==> src/rtl/fp_pkg.sv <==
// Shared binary32 definitions for the iterative FP divider: field widths,
// special constants, FSM state encoding and operand classification.
package fp_pkg;

    localparam int FP_W     = 32;
    localparam int FP_EXP_W = 8;
    localparam int FP_MAN_W = 23;
    localparam int BIAS     = 127;

    localparam logic [FP_W-1:0] QNAN    = 32'h7FC0_0000;
    localparam logic [FP_W-1:0] POS_INF = 32'h7F80_0000;

    typedef enum logic [2:0] {
        IDLE,
        SPECIAL,
        DIVIDE,
        ROUND,
        DONE
    } div_state_t;

    typedef struct packed {
        logic is_zero;
        logic is_inf;
        logic is_nan;
        logic is_snan;
    } fp_class_t;

    // Takes the magnitude bits only; the sign never affects the class.
    // Exponent 0 counts as zero, so subnormals are flushed here.
    function automatic fp_class_t classify(input logic [FP_W-2:0] x);
        fp_class_t             c;
        logic [FP_EXP_W-1:0]   e;
        logic [FP_MAN_W-1:0]   m;
        e         = x[FP_W-2 -: FP_EXP_W];
        m         = x[FP_MAN_W-1:0];
        c.is_zero = (e == '0);
        c.is_inf  = (e == '1) && (m == '0);
        c.is_nan  = (e == '1) && (m != '0);
        c.is_snan = c.is_nan && !m[FP_MAN_W-1];
        return c;
    endfunction

    function automatic logic is_special(input logic [FP_W-2:0] x);
        logic [FP_EXP_W-1:0] e;
        e = x[FP_W-2 -: FP_EXP_W];
        return (e == '0) || (e == '1);
    endfunction

endpackage

==> src/rtl/fp_mant_div_core.sv <==
// Radix-2 restoring mantissa divider: one quotient bit per cycle,
// Q = floor(ma * 2^(QBITS-1) / mb) plus the final partial remainder.
module fp_mant_div_core #(
    parameter int MAN_W = 23,
    parameter int QBITS = MAN_W + 4
) (
    input  logic             clk,
    input  logic             arst,
    input  logic             start,
    input  logic [MAN_W:0]   ma,
    input  logic [MAN_W:0]   mb,
    output logic [QBITS-1:0] Q,
    output logic [MAN_W+1:0] rem,
    output logic             finished
);

    localparam int CNT_W = $clog2(QBITS + 1);
    localparam logic [CNT_W-1:0] LAST = CNT_W'(QBITS - 1);

    logic [MAN_W+1:0] prem;
    logic [MAN_W:0]   divisor;
    logic [QBITS-1:0] quot;
    logic [CNT_W-1:0] cnt;
    logic             active;
    logic [MAN_W+2:0] diff;
    logic             qbit;

    assign diff     = {1'b0, prem} - {2'b00, divisor};
    assign qbit     = ~diff[MAN_W+2];
    assign finished = active && (cnt == LAST);
    assign Q        = quot;
    assign rem      = prem;

    // The remainder is kept pre-shifted for the next trial subtraction;
    // a shift never changes whether it is zero, which is all the rounder needs.
    always_ff @(posedge clk or negedge arst) begin
        if (!arst) begin
            prem    <= '0;
            divisor <= '0;
            quot    <= '0;
            cnt     <= '0;
            active  <= 1'b0;
        end else if (start) begin
            prem    <= {1'b0, ma};
            divisor <= mb;
            quot    <= '0;
            cnt     <= '0;
            active  <= 1'b1;
        end else if (active) begin
            quot <= {quot[QBITS-2:0], qbit};
            prem <= (qbit ? diff[MAN_W+1:0] : prem) << 1;
            cnt  <= cnt + 1'b1;
            if (cnt == LAST) begin
                active <= 1'b0;
            end
        end
    end

endmodule

==> src/rtl/fp_div_iter.sv <==
// Iterative binary32 divider: FSM, special-operand bypass, exponent path,
// round-to-nearest-even and the registered result/flags.
module fp_div_iter
    import fp_pkg::*;
#(
    parameter int EXP_W = FP_EXP_W,
    parameter int MAN_W = FP_MAN_W,
    parameter int QBITS = MAN_W + 4
) (
    input  logic                 clk,
    input  logic                 arst,
    input  logic                 en,
    input  logic [EXP_W+MAN_W:0] a,
    input  logic [EXP_W+MAN_W:0] b,
    output logic                 busy,
    output logic                 done,
    output logic [EXP_W+MAN_W:0] R,
    output logic                 io_flag,
    output logic                 dz_flag,
    output logic                 of_flag,
    output logic                 uf_flag,
    output logic                 i_flag
);

    localparam int W = EXP_W + MAN_W + 1;
    localparam logic signed [EXP_W+1:0] E_ONE  = (EXP_W+2)'(1);
    localparam logic signed [EXP_W+1:0] E_BIAS = (EXP_W+2)'(BIAS);
    localparam logic signed [EXP_W+1:0] E_MAX  = (EXP_W+2)'((1 << EXP_W) - 1);

    div_state_t state, next_state;

    logic [W-1:0]     a_q, b_q;
    logic             sign_q;
    fp_class_t        ca, cb;
    logic             start, core_finished;
    logic [QBITS-1:0] q;
    logic [MAN_W+1:0] rem;
    logic [4:0]       flags_q;

    logic [W-1:0]     spec_r, rnd_r;
    logic [4:0]       spec_f, rnd_f;

    logic [MAN_W:0]          mant;
    logic [MAN_W+1:0]        mant_r;
    logic [MAN_W-1:0]        frac;
    logic                    guard, sticky, round_up;
    logic signed [EXP_W+1:0] e_pre, e_fin;

    assign sign_q = a_q[W-1] ^ b_q[W-1];
    assign ca     = classify(a_q[W-2:0]);
    assign cb     = classify(b_q[W-2:0]);
    assign busy   = (state != IDLE);
    assign done   = (state == DONE);
    assign {io_flag, dz_flag, of_flag, uf_flag, i_flag} = flags_q;

    fp_mant_div_core #(
        .MAN_W (MAN_W),
        .QBITS (QBITS)
    ) u_core (
        .clk      (clk),
        .arst     (arst),
        .start    (start),
        .ma       ({1'b1, a[MAN_W-1:0]}),
        .mb       ({1'b1, b[MAN_W-1:0]}),
        .Q        (q),
        .rem      (rem),
        .finished (core_finished)
    );

    always_ff @(posedge clk or negedge arst) begin
        if (!arst) begin
            state <= IDLE;
        end else begin
            state <= next_state;
        end
    end

    always_comb begin
        next_state = state;
        start      = 1'b0;
        case (state)
            IDLE: begin
                if (en) begin
                    if (is_special(a[W-2:0]) || is_special(b[W-2:0])) begin
                        next_state = SPECIAL;
                    end else begin
                        next_state = DIVIDE;
                        start      = 1'b1;
                    end
                end
            end
            SPECIAL: next_state = DONE;
            DIVIDE:  if (core_finished) next_state = ROUND;
            ROUND:   next_state = DONE;
            DONE:    next_state = IDLE;
            default: next_state = IDLE;
        endcase
    end

    // NaN checks come first; inf dividends beat zero divisors so inf/0 raises no dz.
    always_comb begin
        spec_r = '0;
        spec_f = '0;
        if (ca.is_nan || cb.is_nan) begin
            spec_r    = QNAN;
            spec_f[4] = ca.is_snan | cb.is_snan;
        end else if ((ca.is_zero && cb.is_zero) || (ca.is_inf && cb.is_inf)) begin
            spec_r    = QNAN;
            spec_f[4] = 1'b1;
        end else if (ca.is_inf) begin
            spec_r = {sign_q, POS_INF[W-2:0]};
        end else if (cb.is_inf) begin
            spec_r = {sign_q, {(W-1){1'b0}}};
        end else if (cb.is_zero) begin
            spec_r    = {sign_q, POS_INF[W-2:0]};
            spec_f[3] = 1'b1;
        end else begin
            spec_r = {sign_q, {(W-1){1'b0}}};
        end
    end

    // Quotient lies in [2^25, 2^27); when the top bit is clear the true
    // ratio was below 1, so one extra bit feeds the mantissa and e drops by one.
    always_comb begin
        e_pre = $signed({2'b00, a_q[W-2 -: EXP_W]}) - $signed({2'b00, b_q[W-2 -: EXP_W]}) + E_BIAS;
        if (q[QBITS-1]) begin
            mant   = q[QBITS-1:3];
            guard  = q[2];
            sticky = (|q[1:0]) | (|rem);
        end else begin
            mant   = q[QBITS-2:2];
            guard  = q[1];
            sticky = q[0] | (|rem);
            e_pre  = e_pre - E_ONE;
        end
        round_up = guard & (sticky | mant[0]);
        mant_r   = {1'b0, mant} + {{(MAN_W+1){1'b0}}, round_up};
        if (mant_r[MAN_W+1]) begin
            frac  = mant_r[MAN_W:1];
            e_fin = e_pre + E_ONE;
        end else begin
            frac  = mant_r[MAN_W-1:0];
            e_fin = e_pre;
        end

        rnd_r = '0;
        rnd_f = '0;
        if (e_fin >= E_MAX) begin
            rnd_r = {sign_q, POS_INF[W-2:0]};
            rnd_f = 5'b00101;
        end else if (e_fin <= '0) begin
            rnd_r = {sign_q, {(W-1){1'b0}}};
            rnd_f = 5'b00011;
        end else begin
            rnd_r    = {sign_q, e_fin[EXP_W-1:0], frac};
            rnd_f[0] = guard | sticky;
        end
    end

    // Operands are latched on the accepting edge; results only move on DONE entry.
    always_ff @(posedge clk or negedge arst) begin
        if (!arst) begin
            a_q     <= '0;
            b_q     <= '0;
            R       <= '0;
            flags_q <= '0;
        end else begin
            if (state == IDLE && en) begin
                a_q <= a;
                b_q <= b;
            end
            if (state == SPECIAL) begin
                R       <= spec_r;
                flags_q <= spec_f;
            end else if (state == ROUND) begin
                R       <= rnd_r;
                flags_q <= rnd_f;
            end
        end
    end

endmodule

==> config.mk <==
export PLATFORM = sky130hd
export DESIGN_NAME = fp_div_iter
export DESIGN_NICKNAME = d
export VERILOG_FILES = /design/src/rtl/fp_pkg.sv /design/src/rtl/fp_mant_div_core.sv /design/src/rtl/fp_div_iter.sv
export SDC_FILE = /design/constraint.sdc
export NUM_CORES = 1
export LEC_CHECK = 0
export ABC_AREA = 1
export BUFFER_PORTS_ARGS = -buffer_cell sky130_fd_sc_hd__buf_2
export CELL_PAD_IN_SITES_DETAIL_PLACEMENT = 0
export CELL_PAD_IN_SITES_GLOBAL_PLACEMENT = 1
export CORE_MARGIN = 2
export CORE_UTILIZATION = 41
export CTS_BUF_LIST = sky130_fd_sc_hd__clkbuf_2 sky130_fd_sc_hd__clkbuf_4 sky130_fd_sc_hd__clkbuf_8
export DETAILED_ROUTE_END_ITERATION = 8
export PLACE_DENSITY_LB_ADDON = 0.1
export SYNTH_ARGS = -nofsm -noshare
export SYNTH_HDL_FRONTEND = slang
export SYNTH_SLANG_ARGS = --single-unit
==> constraint.sdc <==
create_clock -name clk -period 2.85 [get_ports clk]
set_input_delay 0.285 -clock clk [delete_from_list [all_inputs] [get_ports clk]]
set_output_delay 0.285 -clock clk [all_outputs]
set_load 0.02 [all_outputs]
### Word level (Yosys, flattened, before mapping)

Cells that the tools add are included.

* logic and storage cells: 115
* output and inout bits: 39
* input bits: 67
* register bits: 186

* reductions and logical operators: 33
* mux-type cells: 44
* add/subtract/negate cells: 7
* magnitude comparators: 2
* equality and inequality tests: 11
* bitwise gates (word level): 8

Operators with widths (count)
* $mux 31: 5
* $mux 32: 4
* $mux 27: 2
* $mux 25: 2
* $mux 24: 2
* $logic_not 23->1: 2
* $reduce_bool 23->1: 2
* $eq 8x8->1 const B: 4
* $logic_not 8->1: 4
* $sub 25x24->26: 1
* $add 24x1->25: 1
* $reduce_or 25->1: 1
* $mux 23: 1
* $mux 10: 2
* $mux 5: 4
* $mux 1: 17
* $add 10x2->10 const B: 1
* $add 9x8->10 const B: 1
* $ge 10x9->1 const B: 1
* $le 10x1->1 const B: 1
* $logic_and 1x1->1: 10
* $sub 10x2->10 const B: 1
* $mux 3: 3
* $pmux 3 s3: 1
* 19 further kinds: 32

### Depth between registers and ports, before layout

* depth in word-level cells: 12
* mapped depth: 28
* gate-level depth less buffers: 26

### Cells and area by module

A second synthesis with hierarchy kept.

* cell total of the unflattened synthesis: 1769
* area, all modules: 12600.8 um2

Modules (own cells, without submodules)
* fp_div_iter: cells an instance 1010, sequential area each 2602.5 um2, area an instance 7298.2 um2, instances 1
* fp_mant_div_core: cells an instance 759, sequential area each 2052.0 um2, area an instance 5302.6 um2, instances 1

### Least setup slack after synthesis

Ideal clock, no wire load.

* kind: reg-to-reg
* start: reg u_core.quot[26] (netlist: u_core.Q[26])
* end: reg R[22]
* data required time: 2.731 ns
* stages on the path, launching flop included: 28
* buffers on the path: 3
* setup slack: -0.286 ns
* arrival time: 3.017 ns
* library setup time: 0.119 ns
* path through: dfrtp_1 -> buf_2 -> buf_2 -> nand2_1 -> o21ai_0 -> inv_1 -> nor2_1 -> nor2_1 -> ha_1 -> ha_1 -> inv_1 -> nor2_1 -> nand3_1 -> nor2_2 -> nand4_2 -> nor2_4 -> nand2_1 -> nor2_2 -> nand3_1 -> nand2_1 -> inv_1 -> nor2_2 -> nand2_1 -> nand2_1 -> nand2_2 -> buf_6 -> nand3_1 -> nand2_1

* longest elaborated chain between the ends: 10

RTL lines
* from (decl): line fp_mant_div_core.sv:22 `logic [QBITS-1:0] quot;`
* from (signal assigned): line fp_mant_div_core.sv:50 `quot <= {quot[QBITS-2:0], qbit};`
* $mux 1 / $mux 24 (equally long branches): line fp_div_iter.sv:126 `if (q[QBITS-1]) begin`
* $or 1x1->1: line fp_div_iter.sv:136 `round_up = guard & (sticky | mant[0]);`
* $and 1x1->1: line fp_div_iter.sv:136
* $add 24x1->25: line fp_div_iter.sv:137 `mant_r = {1'b0, mant} + {{(MAN_W+1){1'b0}}, round_up};`
* $mux 10: line fp_div_iter.sv:138 `if (mant_r[MAN_W+1]) begin`
* $le 10x1->1: line fp_div_iter.sv:151 `end else if (e_fin <= '0) begin`
* $mux 31: line fp_div_iter.sv:151
* $mux 31 (*): line fp_div_iter.sv:148 `if (e_fin >= E_MAX) begin`
* $mux 32 (*): line fp_div_iter.sv:175 `end else if (state == ROUND) begin`
* $mux 32 (*): line fp_div_iter.sv:172 `if (state == SPECIAL) begin`
* to (signal assigned): line fp_div_iter.sv:173 `R <= spec_r;`
* to (signal assigned): line fp_div_iter.sv:176 `R <= rnd_r;`
* to (decl): line fp_div_iter.sv:17 `output logic [EXP_W+MAN_W:0] R,`

Every way passes the cells marked *; elsewhere a longest branch is shown, timed or not. The select of a mux whose other input is x is not followed.
A chain may end at the register's enable or synchronous reset.

### Worst setup path in the final report

* start: reg u_core.prem[7] (netlist: u_core.rem[7])
* end: reg R[6]

* longest elaborated chain between the ends: 12

RTL lines
* from (decl): line fp_mant_div_core.sv:20 `logic [MAN_W+1:0] prem;`
* from (signal assigned): line fp_mant_div_core.sv:44 `prem <= {1'b0, ma};`
* from (signal assigned): line fp_mant_div_core.sv:51 `prem <= (qbit ? diff[MAN_W+1:0] : prem) << 1;`
* $reduce_or 25->1 (*): line fp_div_iter.sv:129, fp_div_iter.sv:133
* $or 1x1->1 (on tied branches): line fp_div_iter.sv:133, fp_div_iter.sv:129
* $mux 1 (*): line fp_div_iter.sv:126
* $or 1x1->1 (*): line fp_div_iter.sv:136
* $and 1x1->1 (*): line fp_div_iter.sv:136
* $add 24x1->25 (*): line fp_div_iter.sv:137
* $mux 10: line fp_div_iter.sv:138
* $le 10x1->1: line fp_div_iter.sv:151
* $mux 31: line fp_div_iter.sv:151
* $mux 31 (*): line fp_div_iter.sv:148
* $mux 32 (*): line fp_div_iter.sv:175
* $mux 32 (*): line fp_div_iter.sv:172

Marked as above.

==> impl_metrics.toml <==
[status]
outcome = "finished with violations"
violations = "setup timing"

[synth]
synth.cell_area_sq_um = 11400
synth_nets = 1698
syn_avg_cell_area_sq_um = 7.20
ys.flop_type = "dfrtp_1"
synth.distinct_cells = 47
synth-xor-area-share = 0.0214
synth-seq-area-share = 0.407
synth_top_area_cell = "dfrtp_1"
synth_warnings = 0
synth.area.top_cells = "dfrtp_1 41%, nand2_1 15%, inv_1 7.2%"
synth_seq_cells = 186
syn_inst = 1590
synthSimpleGateAreaFrac = 0.291
synthMuxAreaShare = 0
async_flop_share = 1.00
synth_compound_area_frac = 0.139
synth_top_cell_area_share = 0.407
synth_fa_ha_area_frac = 0.0461
synth_top_family_by_area = "simple AND/OR/NAND/NOR gates"
synth_edf_count = 0

[final_layout]
final_cells = 2288
fillers = 2745
area_growth_pct = 32.4
insertedDiodeCount = 0
layout.nets = 2005
final_core_util = 0.549
layout-drive-gt1-share = 0.257

[floorplanning]
num_rows = 61
fp.coreArea_sq_um = 27600
pin_count = 106
fp.dieW_microns = 171
start_util = 0.414
die_height_microns = 171
die_area_sq_um = 29300

[sta]
rsz0062_at_grt = "yes"
worstMarginPinSlew_ns = 1.10
layout_setup_ws_ns = -0.430
timing.final.crit_share = 1.15
finalSetupViolations = 34
max_freq_mhz = 305
finalHoldViolations = 0
finalClockSkew_ns = 0.0146
drv_slew = 0
max-slew-margin-rel = 0.264
fin_crit_ns = 3.28

[clock_network]
cts_buffers = 17
cts_tree = "built"
cts.sinks = 186
clockBufferDepth = 2
clkTransAtPathRegs_ns = 0.11
root_buffer = "clkbuf_8"
h-tree-depth = 4
insertion_delay_ns = 0.49

[critical_path]
crit_required_ns = 3.24
critPathMaxStageDelay_ns = 0.40
arrival_ns = 3.67
timing.rr.start = "u_core.rem[7]"
cp-startpoint = "u_core.rem[7]"
worst-path-max-fanout = 12
end_kind = "register"
worst_setup_path_start_kind = "register"
worstSetupPathType = "register to register"
slowest_stage = "dfrtp_1"

[min_path]
min-delay-start = "a[9]"
hp-class = "primary input to register"

[placement]
gp_congestion = 0.869
placed_cells = 2219
dp_hpwl_mm = 25.1
io_buffers = 105

[power]
ir_drop_mv = 0.584
power_density_nw_per_um2 = 1450
power_leakage_uw = 0.00760

[drt]
final_antenna_net_count = 0
wl_per_cell_microns = 15.0
vias_per_cell = 5.00
drt_pass1_iterations = 7
vias = 11500
drc = 0
drtIter0Drc = 747
wl_mm = 34.3

[global_routing]
grt_pass1_vias = 11100
grt.overflow.total = 0
grt_max_degree = 69
grt_usage = 0.237
antenna_found_initial = 0
grt_pass1_wl_mm = 55.3

[run]
maxCapViolCount = 0
-- report_power, final --
| group | total, uW | leakage [uW] | internal, uW | switching (uW) |
|---|---|---|---|---|
| logic | 15800 | 0.00504 | 6920 | 8850 |
| registers | 4220 | 0.00235 | 3700 | 525 |
| clock network | 1990 | 0.000213 | 912 | 1080 |
| total | 22000 | 0.00760 | 11500 | 10400 |
-- per-stage QoR --
step / hold WS, ns / power, uW / area [sq um] / TNS (ns) / setup WS, ns
after CTS: 0.00229 / 20700 / 14800 / -11.97 / -0.382
final: 0.0217 / 22000 / 15200 / -13.85 / -0.430
after floorplan: -0.0106 / 12700 / 11500 / -5.79 / -0.198
after global placement: 0.311 / 17500 / 13900 / -17.23 / -0.513
after global routing: 0.0210 / 24100 / 15200 / -22.12 / -0.681
after detailed placement: 0.311 / 17600 / 13900 / -19.75 / -0.603
-- routing by layer --
metal | part of all wire | track usage
met1 | 0.47 | 0.316
met4 | 0.020 | 0.0597
met3 | 0.028 | 0.0275
met2 | 0.48 | 0.411
met5 | 0 | 0
-- critical path: cells and delay by family, from the launching register on --
family	cells	cell delay [ns]
buffers and inverters	4	0.33
adder cells (fa/ha/maj)	2	0.37
flip-flops	1	0.40
AND/OR/NAND/NOR	21	2.07
-- final cells by class --
| type | instances | area, sq um | area share |
|---|---|---|---|
| tap | 378 | 473 | 0.0312 |
| sequential | 186 | 4660 | 0.307 |
| timing repair buffer | 342 | 2510 | 0.166 |
| clock inverter | 14 | 183 | 0.0120 |
| clock buffer | 18 | 248 | 0.0163 |
| inverter | 224 | 846 | 0.0558 |
| multi-input combinational | 1126 | 6240 | 0.412 |
-- final timing paths --
check | end | slack, ns | depth (start not counted)
setup / recovery | R[6] | -0.43 | 27
hold / removal | a_q[9] | 0.02 | 3
setup reg to reg | R[6] | -0.43 | 27
hold reg to reg | u_core.divisor[23] | 0.47 | 2
max in group asynchronous | u_core.Q[26] | 1.75 | 3
min in group asynchronous | b_q[27] | 0.33 | 2
-- cells in the mapped netlist, types with 5 or more instances --
library cell and instances:
o21ai_1 5, ha_1 39, nor4_1 25, nand2_1 466
nor2_1 99, xor2_1 15, nand4_1 29, a21oi_1 75
o211ai_1 12, o21bai_1 6, dfrtp_1 186, nor3_1 26
o221ai_1 8, nand3b_1 6, clkbuf_1 35, nand3_1 108
buf_1 8, a22oi_1 6, xnor2_1 13, o22ai_1 52
inv_1 219, o21ai_0 92, buf_2 6, nor2_2 8
inv_2 5, a31oi_1 5
-- flip-flops by register name, summed over array words and instances, names as in the netlist --
name and flops:
R 32, a_q 32, b_q 32, flags_q 5, state 3, u_core.Q 27
u_core.active 1, u_core.cnt 5, u_core.divisor 24, u_core.rem 25
-- logic make-up after synthesis --
| family | Yosys count |
|---|---|
| AOI/OAI and AO/OA | 276 |
| xor gates and xnor gates | 28 |
| adders and majority gates | 41 |
| buffers and inverters | 279 |
| DFF | 186 |
| and+or+nand+nor | 780 |
-- repair_timing --
action,4_1_cts,5_1_grt
setup endpoints to repair,38,58
setup buffers,20,6
pin swaps,20,15
hold buffers,5,0
resized for setup,55,62
gates cloned,1,5
hold endpoints to repair,60,0
-- cells in the final DEF, fill, tap and decap left out, types with 8 or more instances in the layout --
cell type / instances
buf_4: 214
nor4_1: 22
clkbuf_8: 19
o21ai_0: 86
buf_2: 104
inv_1: 213
nand4_1: 29
nor3_1: 25
nor2_1: 86
o22ai_1: 52
a21oi_1: 69
o211ai_1: 12
buf_12: 9
dfrtp_1: 185
nand2_2: 23
nand3_2: 20
xnor2_1: 12
nand3_1: 86
inv_2: 9
o21ai_1: 9
nor2_4: 11
ha_1: 31
o221ai_1: 8
xor2_1: 15
nor2_2: 11
nand2_1: 438
Note: power is estimated with default switching activity, not from simulation.
